[src/rtl/vga_timing_controller.sv]
// VGA timing controller.
// A free-running 2-bit phase counter divides the clock into 4-clock pixel
// slots. Every slot issues a one-clock fetch strobe (req) with the fetch
// position. Blanking slots fetch position (0,0) so the generator pipeline
// keeps flushing. The pixel returned for slot s is sampled at the edge that
// ends phase 2 of slot s+1. Colour and both syncs update together at that
// edge, so the outputs trail the req cycle by a fixed 7 clocks.
//
// Phase numbering: the first clock edge after reset is released starts
// phase 0 of slot (0,0). The cycle directly after a reset edge still shows
// reset values. run_q marks that the sequence has started. This makes req,
// row, column and frame_start registered outputs that assert in the same
// cycle as phase 0.
module vga_timing_controller #(
  parameter int H_VISIBLE = 640,
  parameter int H_FP      = 16,
  parameter int H_SYNC    = 96,
  parameter int H_BP      = 48,
  parameter int V_VISIBLE = 480,
  parameter int V_FP      = 10,
  parameter int V_SYNC    = 2,
  parameter int V_BP      = 33
) (
  input  logic       clk,
  input  logic       rst,
  output logic       req,
  output logic [8:0] row,
  output logic [9:0] column,
  input  logic [7:0] VGAdata,
  output logic       hsync,
  output logic       vsync,
  output logic [2:0] red,
  output logic [2:0] green,
  output logic [1:0] blue,
  output logic       frame_start
);

  localparam int H_TOTAL = H_VISIBLE + H_FP + H_SYNC + H_BP;
  localparam int V_TOTAL = V_VISIBLE + V_FP + V_SYNC + V_BP;
  localparam int HW      = $clog2(H_TOTAL);
  localparam int VW      = $clog2(V_TOTAL);

  localparam logic [HW-1:0] H_LAST   = HW'(H_TOTAL - 1);
  localparam logic [HW-1:0] H_VIS_C  = HW'(H_VISIBLE);
  localparam logic [HW-1:0] HS_FIRST = HW'(H_VISIBLE + H_FP);
  localparam logic [HW-1:0] HS_LAST  = HW'(H_VISIBLE + H_FP + H_SYNC - 1);
  localparam logic [VW-1:0] V_LAST   = VW'(V_TOTAL - 1);
  localparam logic [VW-1:0] V_VIS_C  = VW'(V_VISIBLE);
  localparam logic [VW-1:0] VS_FIRST = VW'(V_VISIBLE + V_FP);
  localparam logic [VW-1:0] VS_LAST  = VW'(V_VISIBLE + V_FP + V_SYNC - 1);

  localparam logic [1:0] PH_FETCH  = 2'd0;
  localparam logic [1:0] PH_SAMPLE = 2'd2;
  localparam logic [1:0] PH_LAST   = 2'd3;

  // Slot sequencing state.
  logic          run_q,   run_d;
  logic [1:0]    phase_q, phase_d;
  logic [HW-1:0] h_q,     h_d;
  logic [VW-1:0] v_q,     v_d;

  // Fetch-side registered outputs.
  logic          req_q,    req_d;
  logic [8:0]    row_q,    row_d;
  logic [9:0]    column_q, column_d;
  logic          fs_q,     fs_d;

  // Position attributes of the slot whose pixel is in flight.
  logic          p_vis_q, p_vis_d;
  logic          p_hs_q,  p_hs_d;
  logic          p_vs_q,  p_vs_d;

  // Display-side registered outputs.
  logic [2:0]    red_q,   red_d;
  logic [2:0]    green_q, green_d;
  logic [1:0]    blue_q,  blue_d;
  logic          hsync_q, hsync_d;
  logic          vsync_q, vsync_d;

  // Decoded helpers.
  logic          enter_fetch;
  logic          slot_end;
  logic          sample_edge;
  logic          next_vis;
  logic          cur_vis;
  logic          cur_hs_n;
  logic          cur_vs_n;

  // Edge classification: which edge of the slot the next clock is.
  always_comb begin
    slot_end    = run_q && (phase_q == PH_LAST);
    sample_edge = run_q && (phase_q == PH_SAMPLE);
    enter_fetch = !run_q || (phase_q == PH_LAST);
  end

  // Phase counter and h/v fetch counters; h/v advance only when a slot ends.
  always_comb begin
    run_d   = 1'b1;
    phase_d = run_q ? (phase_q + 2'd1) : PH_FETCH;
    h_d     = h_q;
    v_d     = v_q;
    if (slot_end) begin
      if (h_q == H_LAST) begin
        h_d = '0;
        if (v_q == V_LAST) begin
          v_d = '0;
        end else begin
          v_d = v_q + 1'b1;
        end
      end else begin
        h_d = h_q + 1'b1;
      end
    end
  end

  // Fetch strobe and fetch address for the slot that begins on the next edge.
  always_comb begin
    next_vis = (h_d < H_VIS_C) && (v_d < V_VIS_C);
    req_d    = enter_fetch;
    row_d    = row_q;
    column_d = column_q;
    fs_d     = enter_fetch && (h_d == '0) && (v_d == '0);
    if (enter_fetch) begin
      row_d    = next_vis ? 9'(v_d)  : 9'd0;
      column_d = next_vis ? 10'(h_d) : 10'd0;
    end
  end

  // Latch visibility and sync levels of the current slot as it ends.
  always_comb begin
    cur_vis  = (h_q < H_VIS_C) && (v_q < V_VIS_C);
    cur_hs_n = !((h_q >= HS_FIRST) && (h_q <= HS_LAST));
    cur_vs_n = !((v_q >= VS_FIRST) && (v_q <= VS_LAST));
    p_vis_d  = p_vis_q;
    p_hs_d   = p_hs_q;
    p_vs_d   = p_vs_q;
    if (slot_end) begin
      p_vis_d = cur_vis;
      p_hs_d  = cur_hs_n;
      p_vs_d  = cur_vs_n;
    end
  end

  // At the phase-2 edge, colour and syncs update together for the previous slot.
  always_comb begin
    red_d   = red_q;
    green_d = green_q;
    blue_d  = blue_q;
    hsync_d = hsync_q;
    vsync_d = vsync_q;
    if (sample_edge) begin
      red_d   = p_vis_q ? VGAdata[7:5] : 3'd0;
      green_d = p_vis_q ? VGAdata[4:2] : 3'd0;
      blue_d  = p_vis_q ? VGAdata[1:0] : 2'd0;
      hsync_d = p_hs_q;
      vsync_d = p_vs_q;
    end
  end

  // Sequencing registers; synchronous reset overrides everything.
  always_ff @(posedge clk) begin
    if (rst) begin
      run_q   <= 1'b0;
      phase_q <= PH_FETCH;
      h_q     <= '0;
      v_q     <= '0;
    end else begin
      run_q   <= run_d;
      phase_q <= phase_d;
      h_q     <= h_d;
      v_q     <= v_d;
    end
  end

  // Fetch-side output registers.
  always_ff @(posedge clk) begin
    if (rst) begin
      req_q    <= 1'b0;
      row_q    <= '0;
      column_q <= '0;
      fs_q     <= 1'b0;
    end else begin
      req_q    <= req_d;
      row_q    <= row_d;
      column_q <= column_d;
      fs_q     <= fs_d;
    end
  end

  // In-flight position pipeline; cleared so stale slots never reach the outputs.
  always_ff @(posedge clk) begin
    if (rst) begin
      p_vis_q <= 1'b0;
      p_hs_q  <= 1'b1;
      p_vs_q  <= 1'b1;
    end else begin
      p_vis_q <= p_vis_d;
      p_hs_q  <= p_hs_d;
      p_vs_q  <= p_vs_d;
    end
  end

  // Display-side output registers.
  always_ff @(posedge clk) begin
    if (rst) begin
      red_q   <= '0;
      green_q <= '0;
      blue_q  <= '0;
      hsync_q <= 1'b1;
      vsync_q <= 1'b1;
    end else begin
      red_q   <= red_d;
      green_q <= green_d;
      blue_q  <= blue_d;
      hsync_q <= hsync_d;
      vsync_q <= vsync_d;
    end
  end

  assign req         = req_q;
  assign row         = row_q;
  assign column      = column_q;
  assign frame_start = fs_q;
  assign red         = red_q;
  assign green       = green_q;
  assign blue        = blue_q;
  assign hsync       = hsync_q;
  assign vsync       = vsync_q;

endmodule

[config.mk]
export PLATFORM = sky130hd
export DESIGN_NAME = vga_timing_controller
export DESIGN_NICKNAME = d
export VERILOG_FILES = /design/src/rtl/vga_timing_controller.sv
export SDC_FILE = /design/constraint.sdc
export NUM_CORES = 1
export LEC_CHECK = 0
export ABC_AREA = 0
export ABC_CLOCK_PERIOD_IN_PS = 2630
export BUFFER_PORTS_ARGS = -buffer_cell sky130_fd_sc_hd__buf_4
export CORE_MARGIN = 2
export CORE_UTILIZATION = 40
export CTS_BUF_LIST = sky130_fd_sc_hd__clkbuf_8
export DETAILED_ROUTE_END_ITERATION = 8
export PLACE_DENSITY_LB_ADDON = 0.15
export SYNTH_ARGS = -nofsm -noshare
export SYNTH_HDL_FRONTEND = slang
export SYNTH_SLANG_ARGS = --single-unit
[constraint.sdc]
create_clock -name clk -period 2.63 [get_ports clk]
set_clock_uncertainty 0.2 [all_clocks]
set_input_delay 0.526 -clock clk [delete_from_list [all_inputs] [get_ports clk]]
set_output_delay 0.526 -clock clk [all_outputs]
set_load 0.1 [all_outputs]
==> metrics.md <==
| Metric | Value |
|---|---|
| Routed wirelength normalized by instance count | 15.6 um |
| Via count of the first global-routing pass | 2405 |
| Share of the synthesized area in the top cell type | 42.2% |
| Maximum operating frequency | 0.408 GHz |
| Leftover overflow at the end of global routing | 0 |
| Mean post-synth cell area | 8.51 um^2 |
| CORE AREA | 0.00646 mm^2 |
| Number of antenna violations at the first check in global routing | 0 |
| Final-report setup violation count | 0 |
| Maximum count of clock buffers along a single path | 2 |
| Path category of the worst min-delay check | reg -> reg |
| Register bit count reported by yosys | 57 |
| Post-route setup TNS | 0 ns |
| Startpoint-to-endpoint class of the critical path | reg -> reg |
| Count of pins on the block boundary | 41 |
| Run status | finished clean |
| Min cycle time layout | 2.45 ns |
| Number of antenna repair diodes | 0 |
| Peak fanout along the critical path | 10 |
| Final Max Tran Viols | 0 |
| Global routing met3 resource utilization | 4.86% |
| Max-cap violations | 0 |
| Worst Max-Slew Pin Slew | 0.519 ns |
| Headroom to the max-slew limit | 65.3% |
| Unrepaired setup endpoints after global routing | no |
| Largest net degree at the start of global routing | 28 |
| Flip-flop cell with the highest count after synthesis | dfxtp_1 |
| CTS tree | done |
| Total Power | 1.81 mW |
| Die Outline Area | 0.00744 mm^2 |
| DRC | 0 |
| Cell with the most instances after synthesis | dfxtp_1 |
| Number of rows in the core area | 29 |
| Gp weighted congestion | 0.918 |
| Top cells by count, synth | 57 x dfxtp_1, 47 x nand2_1, 25 x nor2_1, 19 x nand3_1, 16 x a21oi_1 |
| CTS root buf | clkbuf_8 |
| H-tree Lvls | 3 |
| Final antenna-violating net count | 0 |
| Count of flip-flops with a built-in enable after synthesis | 0 |
| Clock-pin slew reported for the worst setup and hold paths after clock tree synthesis | 0.06 ns |
| Share of final-layout standard cells stronger than drive strength 1 | 27.9% |
| Syn nets | 334 |
| First-pass GRT wire length | 12.0 mm |
| Cell leakage power | 1.41 nW |
| HPWL Detailed | 5.36 mm |
| Post-synth ARST share | 0% |
| CP Buf/Inv Count | 2 |
| Number of DRC markers after the initial detailed-route iteration | 145 |
| Top Usage Layer GRT | met2 |
| Met1 usage | 27.6% |
| Via count | 2499 |
| Worst vdd rail ir drop | 0.394 mV |
| Count of hold-fix buffers inserted at cts | 0 |
| Initial core utilization | 41.9% |
| Core occupancy in the finished layout | 53.5% |
| Pwr Density | 525 mW/mm^2 |
| Final hold violation count | 0 |
| Slowest Stage Delay on Critical Path | 0.41 ns |
| Drt first pass iters | 4 |
| Number of buffers inserted during clock tree synthesis | 9 |
| Met2 capacity usage during global routing | 31.9% |
| Number of vias per cell | 5.42 |
| Height of the die | 86.2 um |
| Total of buffers placed on input and output ports | 40 |
| Slowest CP cell | dfxtp_1 |
| Clock latency on the worst-skew pair | 0.34 ns |
| Post-detailed-routing wire length | 7.18 mm |
| Cell count after synthesis | 318 |
| Synthesized cell area | 0.00271 mm^2 |
| Delay-heaviest family, CP | compound AO/OA/AOI/OAI gates |
| Cell Chain, Critical Path | nor4b_4 > buf_4 > nand4_1 > o311a_1 > o22ai_2 > nand3_2 > buf_4 > o21ai_2 |
| Number of clock sinks seen by CTS | 57 |
| Final period utilization | 93.1% |
| Minimum hold slack | 0.253 ns |
| Overall Global Routing Usage | 20.9% |
| Main area contributors after synthesis | dfxtp_1 42%, nand2_1 6.5%, nand3_1 3.5% |
| Type of element launching the critical path | register |
| Width of the die | 86.2 um |
| Area leader, netlist | dfxtp_1 |
| Fraction of the yosys area taken by sequential cells | 42.2% |
| Arrival time worst endpoint | 2.52 ns |
| Yosys warning total | 0 |
| Total number of nets in the final design | 395 |
| Synthesis-to-layout area growth | 27.7% |
| Endpoint required time on the critical path | 2.70 ns |
| Type of element capturing the critical path | register |
| Post-synthesis cell type count | 49 |
| CP dominant cell by count | buf_4 |
[sequential cells by signal, indices dropped and copies added, names as in the netlist, 2 cells and up]
signal,count
blue,2
column,10
green,3
h_q,10
phase_q,2
red,3
row,9
v_q,10
[per-stage QoR]
step | instances | setup WS, ns | instance area (um^2)
6_report | 461 | 0.180 | 3450
5_1_grt | 461 | 0.0209 | 3450
4_1_cts | 459 | 0.115 | 3420
3_5_place_dp | 443 | 0.147 | 3210
3_3_place_gp | 443 | 0.0918 | 3210
2_1_floorplan | 318 | 0.333 | 2710
[cell usage in the layout, fill, tap and decap left out, drive strengths merged, types with 2 or more instances in the layout]
cell type / instances
a21oi: 16
a31oi: 4
a32o: 4
and2: 12
and3: 7
and4: 4
buf: 70
clkbuf: 12
clkinv: 2
dfxtp: 57
ha: 6
inv: 8
mux2i: 4
nand2: 47
nand2b: 3
nand3: 21
nand4: 10
nor2: 25
nor3: 7
nor4: 6
nor4b: 2
nor4bb: 3
o21a: 2
o21ai: 21
o22ai: 2
o31a: 3
o31ai: 2
or3: 3
xnor2: 7
xor2: 4
[what timing repair did]
item	CTS	global route
resized for setup	0	5
setup buffers	0	2
endpoints found under the setup margin	0	11
[final cells by class]
type / count / area [um^2]
clock inverter: 4 / 42.5
sequential: 57 / 1140
multi-input combinational: 234 / 1460
timing repair buffer: 70 / 526
clock buffer: 12 / 165
fill: 630 / 3000
inverter: 7 / 26.3
tap: 77 / 96.3
[worst reg2reg max path: stages, from the launching register on]
cell and delay, ns:
dfxtp_1 0.41, nor4b_4 0.33, buf_4 0.18, nand4_1 0.12, o311a_1 0.39, o22ai_2 0.22
nand3_2 0.17, buf_4 0.23, o21ai_2 0.12
[cells by family (layout without fill, tap and decap cells)]
kind of cell,after synthesis,in the layout,synth area share (%)
AND/OR/NAND/NOR,153,153,29.9
AO/OA/AOI/OAI,60,60,15.4
flip-flops,57,57,42.2
buffers and inverters,27,93,4.72
XOR/XNOR,11,11,3.56
adder cells (fa/ha/maj),6,6,2.78
multiplexers,4,4,1.48
[path summary, 6_finish.rpt]
| path | start | slack (ns) | end | depth (start not counted) |
|---|---|---|---|---|
| worst max-delay path | h_q[7]$_SDFF_PP0_ | 0.18 | column[8]$_SDFFE_PP0P_ | 8 |
| worst min-delay path | phase_q[0]$_SDFF_PP0_ | 0.25 | phase_q[0]$_SDFF_PP0_ | 1 |
| worst max register to register | h_q[7]$_SDFF_PP0_ | 0.18 | column[8]$_SDFFE_PP0P_ | 8 |
| worst min register to register | phase_q[0]$_SDFF_PP0_ | 0.25 | phase_q[0]$_SDFF_PP0_ | 1 |
[per-layer routing]
| layer | share of wire [%] | wire (um) | up-vias |
|---|---|---|---|
| met5 | 0 | 0 | - |
| met4 | 3.3 | 236 | 0 |
| met3 | 6.2 | 445 | 19 |
| met2 | 43 | 3110 | 88 |
| met1 | 47 | 3390 | 1140 |
| li1 | - | - | 1252 |
[power by group]
part | internal [mW] | switching [mW]
registers | 0.870 | 0.00507
clock network | 0.506 | 0.340
logic | 0.0289 | 0.0627
No activity file was read; power rests on OpenSTA's default activity.
